<file path="config.mk">
export PLATFORM = sky130hd
export DESIGN_NAME = mul_issue_unit
export DESIGN_NICKNAME = d
export VERILOG_FILES = /design/src/rtl/mul_issue_unit_pkg.sv /design/src/rtl/mul_issue_fifo.sv /design/src/rtl/mul_issue_unit.sv
export SDC_FILE = /design/constraint.sdc
export NUM_CORES = 1
export LEC_CHECK = 0
export BUFFER_PORTS_ARGS = -buffer_cell sky130_fd_sc_hd__buf_2
export CAP_MARGIN = 20
export CELL_PAD_IN_SITES_DETAIL_PLACEMENT = 1
export CELL_PAD_IN_SITES_GLOBAL_PLACEMENT = 2
export CORE_MARGIN = 3
export CORE_UTILIZATION = 22
export DETAILED_ROUTE_END_ITERATION = 8
export PLACE_DENSITY_LB_ADDON = 0.1
export SYNTH_ARGS = -nofsm -noshare
export SYNTH_HDL_FRONTEND = slang
export SYNTH_SLANG_ARGS = --single-unit
</file>
<file path="constraint.sdc">
create_clock -name clk_i -period 9.4 [get_ports clk_i]
set_input_delay 0.47 -clock clk_i [delete_from_list [all_inputs] [get_ports clk_i]]
set_output_delay 0.47 -clock clk_i [all_outputs]
set_load 0.01 [all_outputs]
</file>
<file path="src/rtl/mul_issue_unit_pkg.sv">
// Shared types for the multiplier issue unit: data word, multiplier op
// encoding, issue-buffer payload and in-flight tracker entry.
package mul_issue_unit_pkg;

  localparam int unsigned XLEN      = 32;
  localparam int unsigned MUL_TAG_W = 6;

  typedef logic [XLEN-1:0] data_u;

  typedef enum logic [1:0] {
    MUL_    = 2'd0,
    MULH_   = 2'd1,
    MULHSU_ = 2'd2,
    MULHU_  = 2'd3
  } mul_ops_e;

  // One in-flight multiplier slot.
  typedef struct packed {
    logic                 valid;
    logic [MUL_TAG_W-1:0] tag;
  } mul_trk_entry_t;

  // One buffered op waiting for issue.
  typedef struct packed {
    data_u                a;
    data_u                b;
    mul_ops_e             op;
    logic [MUL_TAG_W-1:0] tag;
  } mul_issue_entry_t;

endpackage

</file>
<file path="src/rtl/mul_issue_fifo.sv">
// Two-entry in-order issue buffer for the multiplier issue unit.
// Ports:
//   clk_i, rst_n_i  clock, synchronous active-low reset
//   flush_i         drop all entries (beats push/pop)
//   push_i, wdata_i write one entry (ignored when full)
//   pop_i           retire the head entry (ignored when empty)
//   head_o          current head entry
//   count_o         number of valid entries (0..2)
module mul_issue_fifo
  import mul_issue_unit_pkg::*;
(
  input  logic             clk_i,
  input  logic             rst_n_i,
  input  logic             flush_i,
  input  logic             push_i,
  input  mul_issue_entry_t wdata_i,
  input  logic             pop_i,
  output mul_issue_entry_t head_o,
  output logic [1:0]       count_o
);

  mul_issue_entry_t mem_q [2];
  logic             wr_ptr_q;
  logic             rd_ptr_q;
  logic [1:0]       count_q;
  logic             do_push_c;
  logic             do_pop_c;

  assign do_push_c = push_i && (count_q != 2'd2);
  assign do_pop_c  = pop_i  && (count_q != 2'd0);

  // Pointers and occupancy; reset beats flush beats push/pop.
  always_ff @(posedge clk_i) begin
    if (!rst_n_i || flush_i) begin
      count_q  <= 2'd0;
      wr_ptr_q <= 1'b0;
      rd_ptr_q <= 1'b0;
    end else begin
      if (do_push_c) wr_ptr_q <= ~wr_ptr_q;
      if (do_pop_c)  rd_ptr_q <= ~rd_ptr_q;
      case ({do_push_c, do_pop_c})
        2'b10:   count_q <= count_q + 2'd1;
        2'b01:   count_q <= count_q - 2'd1;
        default: count_q <= count_q;
      endcase
    end
  end

  // Payload storage needs no reset; occupancy qualifies it.
  always_ff @(posedge clk_i) begin
    if (do_push_c) mem_q[wr_ptr_q] <= wdata_i;
  end

  assign head_o  = mem_q[rd_ptr_q];
  assign count_o = count_q;

endmodule

</file>
<file path="src/rtl/mul_issue_unit.sv">
// Multiplier issue unit: accepts multiply ops, feeds an external pipelined
// multiplier and tracks in-flight ops so results leave in issue order with
// their tags. Build option MUL_ISSUE_BUFFER_EN adds a 2-entry issue buffer;
// without it operands pass straight through and issue happens on accept.
// Ports:
//   clk_i, rst_n_i                 clock, synchronous active-low reset
//   valid_i/ready_o                op handshake (multiplicand_i, multiplier_i,
//                                  ops_i, tag_i)
//   stall_i, flush_i               core stall, kill everything buffered/in flight
//   mul_a_o, mul_b_o, mul_ops_o    operands/op to the multiplier
//   mul_clk_en_o                   multiplier pipeline enable
//   mul_result_i                   multiplier result
//   result_valid_o/result_ready_i  result handshake (result_o, result_tag_o)
//   busy_o                         anything buffered or in flight
module mul_issue_unit
  import mul_issue_unit_pkg::*;
#(
  parameter int unsigned MUL_LATENCY = 5,
  parameter int unsigned TAG_W       = 6
) (
  input  logic             clk_i,
  input  logic             rst_n_i,
  input  logic             valid_i,
  output logic             ready_o,
  input  data_u            multiplicand_i,
  input  data_u            multiplier_i,
  input  mul_ops_e         ops_i,
  input  logic [TAG_W-1:0] tag_i,
  input  logic             stall_i,
  input  logic             flush_i,
  output data_u            mul_a_o,
  output data_u            mul_b_o,
  output mul_ops_e         mul_ops_o,
  output logic             mul_clk_en_o,
  input  data_u            mul_result_i,
  output logic             result_valid_o,
  output data_u            result_o,
  output logic [TAG_W-1:0] result_tag_o,
  input  logic             result_ready_i,
  output logic             busy_o
);

  mul_trk_entry_t       trk_q [MUL_LATENCY];
  logic                 issue_c;
  logic [MUL_TAG_W-1:0] issue_tag_c;
  logic                 buf_busy_c;
  logic                 trk_busy_c;

  // Results come straight from the last tracker slot and the multiplier;
  // masked while reset is asserted so nothing leaks out mid-reset.
  assign result_valid_o = rst_n_i && trk_q[MUL_LATENCY-1].valid;
  assign result_tag_o   = TAG_W'(trk_q[MUL_LATENCY-1].tag);
  assign result_o       = mul_result_i;

  // A held result freezes the multiplier and tracker together.
  assign mul_clk_en_o = !stall_i && (!result_valid_o || result_ready_i);

`ifdef MUL_ISSUE_BUFFER_EN
  mul_issue_entry_t wdata_c;
  mul_issue_entry_t head_c;
  logic [1:0]       count_c;
  logic             buf_nonempty_c;

  assign wdata_c = '{a: multiplicand_i, b: multiplier_i, op: ops_i,
                     tag: MUL_TAG_W'(tag_i)};
  assign buf_nonempty_c = (count_c != 2'd0);

  // Buffer reset wins over the handshake, so advertising ready in reset is safe.
  assign ready_o    = !rst_n_i || (count_c < 2'd2);
  assign issue_c    = mul_clk_en_o && buf_nonempty_c;
  assign buf_busy_c = buf_nonempty_c;

  // Only the head is ever presented, so an op pushed into an empty buffer
  // issues no earlier than the following enabled edge.
  assign mul_a_o     = buf_nonempty_c ? head_c.a  : '0;
  assign mul_b_o     = buf_nonempty_c ? head_c.b  : '0;
  assign mul_ops_o   = buf_nonempty_c ? head_c.op : MUL_;
  assign issue_tag_c = head_c.tag;

  mul_issue_fifo u_fifo (
    .clk_i   (clk_i),
    .rst_n_i (rst_n_i),
    .flush_i (flush_i),
    .push_i  (valid_i && ready_o),
    .wdata_i (wdata_c),
    .pop_i   (issue_c),
    .head_o  (head_c),
    .count_o (count_c)
  );
`else
  // No buffering: accept only when the multiplier advances this edge.
  assign ready_o     = mul_clk_en_o;
  assign issue_c     = valid_i && mul_clk_en_o;
  assign buf_busy_c  = 1'b0;
  assign mul_a_o     = multiplicand_i;
  assign mul_b_o     = multiplier_i;
  assign mul_ops_o   = ops_i;
  assign issue_tag_c = MUL_TAG_W'(tag_i);
`endif

  // In-flight tracker, mirrors the multiplier pipeline stage for stage.
  always_ff @(posedge clk_i) begin
    if (!rst_n_i || flush_i) begin
      for (int unsigned i = 0; i < MUL_LATENCY; i++) trk_q[i] <= '0;
    end else if (mul_clk_en_o) begin
      trk_q[0] <= '{valid: issue_c, tag: issue_tag_c};
      for (int unsigned i = 1; i < MUL_LATENCY; i++) trk_q[i] <= trk_q[i-1];
    end
  end

  always_comb begin
    trk_busy_c = 1'b0;
    for (int unsigned i = 0; i < MUL_LATENCY; i++) trk_busy_c = trk_busy_c | trk_q[i].valid;
  end

  assign busy_o = rst_n_i && (buf_busy_c || trk_busy_c);

endmodule

</file>
==> results.yml, run 1 <==
cells_and_area:
  num_antenna_cells: 0
  fillers: 1195
  synthToLayoutAreaGrowth_pct: -15.4
  drive_gt1_share_pct: 58.6
  reg_top3: "trk_q: 35 flops"
  finalInstanceArea_um2: 2100
  regMostFlops: "trk_q"
  multiInputGateArea_um2: 566
  fin_nets: 220
  final-seq-area_um2: 1050
  largest_reg_flops: 35
synthesis:
  syn_avg_cell_area_um2: 12.8
  synth_area_um2: 2490
  synth.yosys.warnings: 0
  ys_ff_latch: 35
  synth.lib_cells_used.distinct: 14
  synthCells: 195
  syn_nets: 305
  seq_area_frac_synth_pct: 42.3
worst_hold_path:
  hold_depth: 2
  hold_class: "input pin to flip-flop"
critical_path:
  crit_path_top_delay_cell: "buf_4"
  end_kind: "output port"
  max_stage_delay_ns: 0.52
  worstPathBufferInverterCount: 2
  path_depth: 4
  cp_top_family: "buffers and inverters"
  worstPathArrival_ns: 1.70
  critPathKind: "flip-flop to output port"
  cp-start-kind: "flip-flop"
  path_cells: "nor2b_4 > buf_4 > a21oi_1 > buf_2"
  ff2ff_path_depth: 4
  crit_fanout: 37
  crit_required_ns: 8.93
global_routing:
  grt_overflow: 0
  grt_most_used_layer: "met2"
  grt_use_total_pct: 7.61
  met2_usage_pct: 12.0
  antenna_found_initial: 0
  met1_usage_pct: 7.68
  grt_max_degree: 38
  grt_pass1_wl_mm: 7.40
  grt_util_met3_pct: 3.61
  grt_pass1_vias: 1115
placement:
  gp_congestion: 0.568
  placed_area_um2: 1920
  port_buffers: 21
  hpwl_mm: 3.07
timing:
  worstMarginPinSlew_ns: 0.623
  setup_viol: 0
  rsz0062_at_grt: "false"
  period_minus_slack_ns: 2.17
  finalCritPeriodShare_pct: 23.1
  max_slew_margin_pct: 58.4
  fin_worst_skew_ns: 0.00464
  maxSlewViolCount: 0
  fin_tns_setup_ns: 0
  final_hold_viol_count: 0
  fmax_mhz: 460
clocking:
  cts.repair.resized: 0
  cts_root_buf: "clkbuf_16"
  clockBufferDepth: 2
  cts_sinks: 35
  htreeDepth: 2
  cts_inserted_buffers: 5
  tritoncts: "built"
  clk_pin_slew_ns: 0.06
  clk_latency_ns: 0.27
  hold_buffers: 0
  cts_setup_buffers: 0
power:
  static-leakage-power_nw: 0.675
  p_per_area_nw_per_um2: 187
  ir_drop_uv: 60.6
detailed_routing:
  routedWlPerCell_um: 19.4
  wirelength_mm: 4.88
  vias_per_cell: 4.02
  via_count: 1009
  ant_nets: 0
  drc: 0
  drtPass1Iterations: 4
  drt_iter0_markers: 68
status:
  status: "completed"
die:
  die_area_um2: 12600
  fp.dieH_um: 112
  start_util_pct: 22.7
  ios: 218
  die_x_um: 112
  core_um2: 10900
  row_count: 38
run:
  cap_violations: 0
-- synth_stat cells (all sizes together) --
cell type | n | area (µm²)
clkbuf | 1 | 5.00
nand2b | 1 | 6.26
and2 | 1 | 6.26
o21a | 1 | 7.51
nor4b | 35 | 494
o21ai | 1 | 5.00
a21oi | 1 | 5.00
edfxtp | 35 | 1050
buf | 116 | 887
or4 | 1 | 7.51
nor2b | 2 | 12.5
-- worst reg2reg max path: stages (launching register included) --
cell and delay, ns:
edfxtp_1 0.44, nor2b_4 0.15, buf_4 0.31, o21ai_4 0.20
buf_4 0.44
-- through the flow --
stage | setup WS [ns] | util [%] | total power [mW] | hold WS (ns) | instances
finish | 7.23 | 19.2 | 0.393 | 0.567 | 251
floorplan | 5.64 | - | 0.248 | 0.584 | 195
global route | 7.10 | 19.2 | 0.409 | 0.594 | 251
detailed placement | 7.25 | 17.6 | 0.211 | 0.605 | 242
CTS | 7.19 | 19.1 | 0.400 | 0.560 | 250
global placement | 7.27 | 17.6 | 0.211 | 0.597 | 242
-- report_power, final --
part | leakage (nW) | internal (mW) | switching, mW | total (mW)
clock | 0.0812 | 0.124 | 0.0610 | 0.185
combinational | 0.188 | 0.0102 | 0.0169 | 0.0271
sequential | 0.406 | 0.179 | 0.00204 | 0.181
-- placed cells by master (no fill, tap or decap) --
master / netlist / layout
edfxtp_1: 35 / 35
nor4b_2: 30 / 30
buf_2: 4 / 21
nor4b_1: 5 / 5
clkbuf_16: 0 / 5
buf_4: 105 / 3
and2_1: 1 / 1
or4_1: 1 / 1
o21a_1: 1 / 1
nor2b_4: 0 / 1
a21oi_1: 1 / 1
nor2b_1: 2 / 1
o21ai_4: 0 / 1
nand2b_2: 0 / 1
bufinv_16: 0 / 1
clkinv_1: 0 / 1
clkinv_2: 0 / 1
buf_12: 0 / 1
-- worst paths after layout --
path | startpoint | end | slack, ns
setup reg to reg | trk_q[0][34] | trk_q[0][15] | 7.49
hold / removal | tag_i[2] | trk_q[0][2] | 0.57
setup / recovery | trk_q[0][34] | mul_clk_en_o | 7.23
hold reg to reg | trk_q[0][25] | trk_q[0][32] | 0.61
-- kinds of logic after synthesis --
family / Yosys count / synth area share [%]
buffers and inverters: 117 / 35.9
AND/OR/NAND/NOR: 40 / 21.2
flip-flops: 35 / 42.3
AO/OA/AOI/OAI: 3 / 0.704
-- layer usage --
layer  up-vias  part of all wire, %
met5         -                    0
met4         0                  6.3
met3        54                   11
met2        62                   48
met1       486                   34
li1        407                    -
-- area by class of cell --
| type | count | area share [%] |
|---|---|---|
| Clock inverter | 3 | 1.84 |
| Sequential cell | 35 | 50.0 |
| Clock buffer | 5 | 5.95 |
| Tap cell | 140 | 8.33 |
| Multi-Input combinational cell | 43 | 26.9 |
| Timing Repair Buffer | 25 | 7.02 |
(Power assumes the default switching activity.)
==> run 2, diff against run 1 <==
--- a/config.mk
+++ b/config.mk
@@ -10,7 +10,7 @@
 export CELL_PAD_IN_SITES_DETAIL_PLACEMENT = 1
 export CELL_PAD_IN_SITES_GLOBAL_PLACEMENT = 2
 export CORE_MARGIN = 3
-export CORE_UTILIZATION = 22
+export CORE_UTILIZATION = 19
 export DETAILED_ROUTE_END_ITERATION = 8
 export PLACE_DENSITY_LB_ADDON = 0.1
 export SYNTH_ARGS = -nofsm -noshare
==> constraint.sdc (replaced) <==
create_clock -name clk_i -period 1.95 [get_ports clk_i]
set_input_delay 0.0975 -clock clk_i [delete_from_list [all_inputs] [get_ports clk_i]]
set_output_delay 0.0975 -clock clk_i [all_outputs]
set_load 0.01 [all_outputs]
==> results.yml, run 2 (same netlist as run 1, synthesis figures left out) <==
power:
  p_per_area_nw_per_um2: 874
  power_mw: 1.89
  static-leakage-power_nw: 0.680
  ir_drop_uv: 258
worst_hold_path:
  hold_start: "multiplicand_i[14]"
  hold_path_end: "mul_a_o[14]"
  hold_depth: 0
  hold_class: "input pin to output port"
cells_and_area:
  final_cell_mix: "35 x edfxtp_1, 30 x nor4b_2, 21 x buf_2, 5 x nor4b_1, 5 x clkbuf_16"
  drive_gt1_share_pct: 58.2
  multiInputGateArea_um2: 566
  layout_commonest_cell: "edfxtp_1"
  final_util_pct: 17.0
  synthToLayoutAreaGrowth_pct: -13.0
  regMostFlops: "trk_q"
  num_antenna_cells: 0
  reg_top3: "trk_q: 35 flops"
  fin_nets: 220
  final-seq-area_um2: 1050
  largest_reg_flops: 35
  final_cells: 282
  finalInstanceArea_um2: 2160
  fillers: 1434
global_routing:
  grt_pass1_vias: 1113
  grt_overflow: 0
  grt_use_total_pct: 6.05
  grt_max_degree: 36
  grt_pass1_wl_mm: 6.73
  antenna_found_initial: 0
detailed_routing:
  via_count: 984
  vias_per_cell: 3.49
  wirelength_mm: 4.27
  ant_nets: 0
  drtPass1Iterations: 3
  drt_iter0_markers: 63
  drc: 0
  routedWlPerCell_um: 15.1
clocking:
  clk_pin_slew_ns: 0.05
  htreeDepth: 2
  hold_buffers: 0
  cts_sinks: 35
  cts_root_buf: "clkbuf_16"
  cts_inserted_buffers: 5
  cts_setup_buffers: 0
  clockBufferDepth: 2
  clk_latency_ns: 0.28
  cts.repair.resized: 0
  tritoncts: "built"
critical_path:
  ff2ff_path_depth: 3
  crit_required_ns: 1.85
  cp_top_family: "simple AND/OR/NAND/NOR gates"
  r2r_slack_ns: 0.61
  critPathKind: "flip-flop to output port"
  worstPathArrival_ns: 1.51
  max_stage_delay_ns: 0.53
  path_cells: "or4_1 > o21a_1 > buf_2"
  r2r-end: "trk_q[0][22]"
  worstPathBufferInverterCount: 1
  timing.rr.start: "trk_q[0][34]"
  cp-start-kind: "flip-flop"
  crit_path_top_delay_cell: "or4_1"
  crit_fanout: 3
  end_kind: "output port"
die:
  core_um2: 12700
  die_x_um: 120
  fp.dieH_um: 120
  die_area_um2: 14500
  ios: 218
  start_util_pct: 19.6
  row_count: 41
placement:
  placed_area_um2: 2000
  hpwl_mm: 2.52
  port_buffers: 21
  dp_slack_ns: 0.595
  gp_congestion: 0.587
  dp.cells: 275
timing:
  setup_viol: 0
  fmax_mhz: 621
  fin_hold_ws_ns: 0.195
  fin_tns_setup_ns: 0
  worstMarginPinSlew_ns: 0.583
  finalCritPeriodShare_pct: 82.5
  fin_worst_skew_ns: 0.00451
  fin_ws_ns: 0.341
  rsz0062_at_grt: "false"
  period_minus_slack_ns: 1.61
  maxSlewViolCount: 0
  final_hold_viol_count: 0
  max_slew_margin_pct: 61.1
status:
  status: "completed"
run:
  cap_violations: 0
run 2: report_power, final:
group | switching, mW | total, mW | internal, mW
logic | 0.0824 | 0.136 | 0.0536
registers | 0.00947 | 0.873 | 0.864
clock network | 0.285 | 0.881 | 0.596
run 2: area by class of cell:
class / count / area share (%)
clock buffers: 6 / 5.96
clock inverters: 1 / 1.39
multi-input cells: 43 / 26.1
flip-flops and latches: 35 / 48.6
well taps: 172 / 9.95
repair buffers: 25 / 7.98
run 2: how the worst max path moves through the flow:
stage | startpoint | endpoint | depth (start not counted)
after floorplan | trk_q[0][34] | trk_q[0][0] | 4
after global placement | trk_q[0][34] | trk_q[0][23] | 3
after detailed placement | trk_q[0][34] | trk_q[0][21] | 3
after CTS | trk_q[0][34] | busy_o | 3
after global routing | trk_q[0][34] | busy_o | 3
final | trk_q[0][34] | busy_o | 3
run 2: layer usage:
layer,vias up,routed length [µm],track usage (%)
met3,38,531,4.40
li1,409,-,-
met4,0,165,3.47
met1,457,1630,6.38
met2,80,1950,8.73
met5,-,0,0
==> run 3, diff against run 2 <==
--- a/config.mk
+++ b/config.mk
@@ -10,7 +10,7 @@
 export CELL_PAD_IN_SITES_DETAIL_PLACEMENT = 1
 export CELL_PAD_IN_SITES_GLOBAL_PLACEMENT = 2
 export CORE_MARGIN = 3
-export CORE_UTILIZATION = 19
+export CORE_UTILIZATION = 21
 export DETAILED_ROUTE_END_ITERATION = 8
 export PLACE_DENSITY_LB_ADDON = 0.1
 export SYNTH_ARGS = -nofsm -noshare
==> constraint.sdc (replaced) <==
create_clock -name clk_i -period 1.5 [get_ports clk_i]
set_input_delay 0.075 -clock clk_i [delete_from_list [all_inputs] [get_ports clk_i]]
set_output_delay 0.075 -clock clk_i [all_outputs]
set_load 0.01 [all_outputs]
==> results.yml, run 3 (same netlist as run 1, synthesis figures left out) <==
detailed_routing:
  via_count: 1025
  wirelength_mm: 4.61
  routedWlPerCell_um: 18.1
  vias_per_cell: 4.02
  drt_iter0_markers: 44
  drc: 0
  drtPass1Iterations: 4
  ant_nets: 0
critical_path:
  end_kind: "output port"
  cp-start-kind: "flip-flop"
  critPathKind: "flip-flop to output port"
  max_stage_delay_ns: 0.52
  crit_path_top_delay_cell: "or4_1"
  crit_fanout: 2
  crit_required_ns: 1.42
  worstPathBufferInverterCount: 1
  path_cells: "or4_1 > o21a_1 > buf_2"
  cp_top_family: "simple AND/OR/NAND/NOR gates"
  worstPathArrival_ns: 1.48
global_routing:
  antenna_found_initial: 0
  grt_pass1_vias: 1117
  grt_overflow: 0
  grt_max_degree: 36
  grt_pass1_wl_mm: 6.76
  grt_use_total_pct: 6.88
cells_and_area:
  multiInputGateArea_um2: 569
  drive_gt1_share_pct: 59.8
  num_antenna_cells: 0
  synthToLayoutAreaGrowth_pct: -14.1
  layout_commonest_cell: "edfxtp_1"
  final_cell_mix: "35 x edfxtp_1, 30 x nor4b_2, 21 x buf_2, 5 x nor4b_1, 5 x clkbuf_16"
  fin_nets: 223
  regMostFlops: "trk_q"
  reg_top3: "trk_q: 35 flops"
  largest_reg_flops: 35
  fillers: 1261
  final-seq-area_um2: 1050
die:
  fp.dieH_um: 115
  die_x_um: 115
  row_count: 39
  die_area_um2: 13200
  core_um2: 11500
  ios: 218
  start_util_pct: 21.6
timing:
  maxSlewViolCount: 0
  rsz0062_at_grt: "true"
  fin_tns_setup_ns: -0.0541
  fin_worst_skew_ns: 0.00539
  max_slew_margin_pct: 81.2
  fmax_mhz: 643
  setup_viol: 1
  finalCritPeriodShare_pct: 104
  worstMarginPinSlew_ns: 0.277
  fin_ws_ns: -0.0541
  final_hold_viol_count: 0
  period_minus_slack_ns: 1.55
clocking:
  clockBufferDepth: 2
  tritoncts: "built"
  clk_latency_ns: 0.27
  hold_buffers: 0
  clk_pin_slew_ns: 0.05
  cts_sinks: 35
  htreeDepth: 2
  cts_root_buf: "clkbuf_16"
  cts_inserted_buffers: 5
placement:
  dp_slack_ns: 0.192
  gp_congestion: 0.620
  port_buffers: 21
  hpwl_mm: 3.08
power:
  static-leakage-power_nw: 0.686
  seqPwrFrac_pct: 50.1
  p_int_mw: 1.80
  switching_share_pct: 20.8
  ir_drop_uv: 323
  p_clk_share_pct: 41.8
  p_per_area_nw_per_um2: 1060
  p_switching_mw: 0.471
  p_comb_share_pct: 8.1
status:
  status: "complete, but fails checks"
  violations: "setup timing"
run:
  cap_violations: 0
worst_hold_path:
  hold_class: "input pin to output port"
-- run 3: through the flow --
step	area, µm²	utilization, %	hold slack [ns]	power (mW)	std cells
after floorplan	2510	-	0.202	1.56	195
after global placement	1990	17.3	0.150	1.34	249
after detailed placement	1990	17.3	0.150	1.34	249
after CTS	2120	18.4	0.150	2.33	255
after global routing	2140	18.5	0.150	2.38	255
final	2140	18.5	0.150	2.27	255
-- run 3: power by group through the flow --
| stage | sequential [mW] | combinational (mW) | clock, mW |
|---|---|---|---|
| final | 1.13 | 0.185 | 0.947 |
| after global routing | 1.14 | 0.203 | 1.03 |
| after CTS | 1.13 | 0.189 | 1.00 |
| after detailed placement | 1.15 | 0.189 | 0 |
| after global placement | 1.15 | 0.187 | 0 |
| after floorplan | 1.15 | 0.408 | 0 |
-- run 3: per-layer routing --
metal | track usage (%) | up-vias | routed length [µm]
met5 | 0 | - | 0
met4 | 7.20 | 0 | 397
met3 | 4.26 | 62 | 675
met2 | 10.4 | 81 | 2130
met1 | 5.98 | 468 | 1410
li1 | - | 414 | -
-- run 3: worst paths after layout --
kind,from,endpoint,slack (ns),depth (start not counted)
worst min register to register,trk_q[0][18],trk_q[0][25],0.61,1
worst min-delay path,multiplicand_i[23],mul_a_o[23],0.15,0
worst max-delay path,trk_q[0][27],busy_o,-0.05,3
worst max register to register,trk_q[0][34],trk_q[0][21],0.18,3
-- run 3: cell type report --
type                       instances  share of cell area [%]
multi-input combinational         43                    26.7
timing repair buffer              28                    9.72
clock buffer                       6                    6.03
tap                              143                    8.38
sequential                        35                    49.2
-- run 3: worst reg2reg max path: stages (launching register included) --
cell	delay [ns]
edfxtp_1	0.41
nor2b_4	0.17
buf_4	0.21
nor4b_1	0.33
-- run 3: repair_timing --
action | 4_1_cts | 5_1_grt
endpoints found under the setup margin | 3 | 3
pin swaps | 1 | 0
buffers inserted | 0 | 0
gates resized for setup | 1 | 3
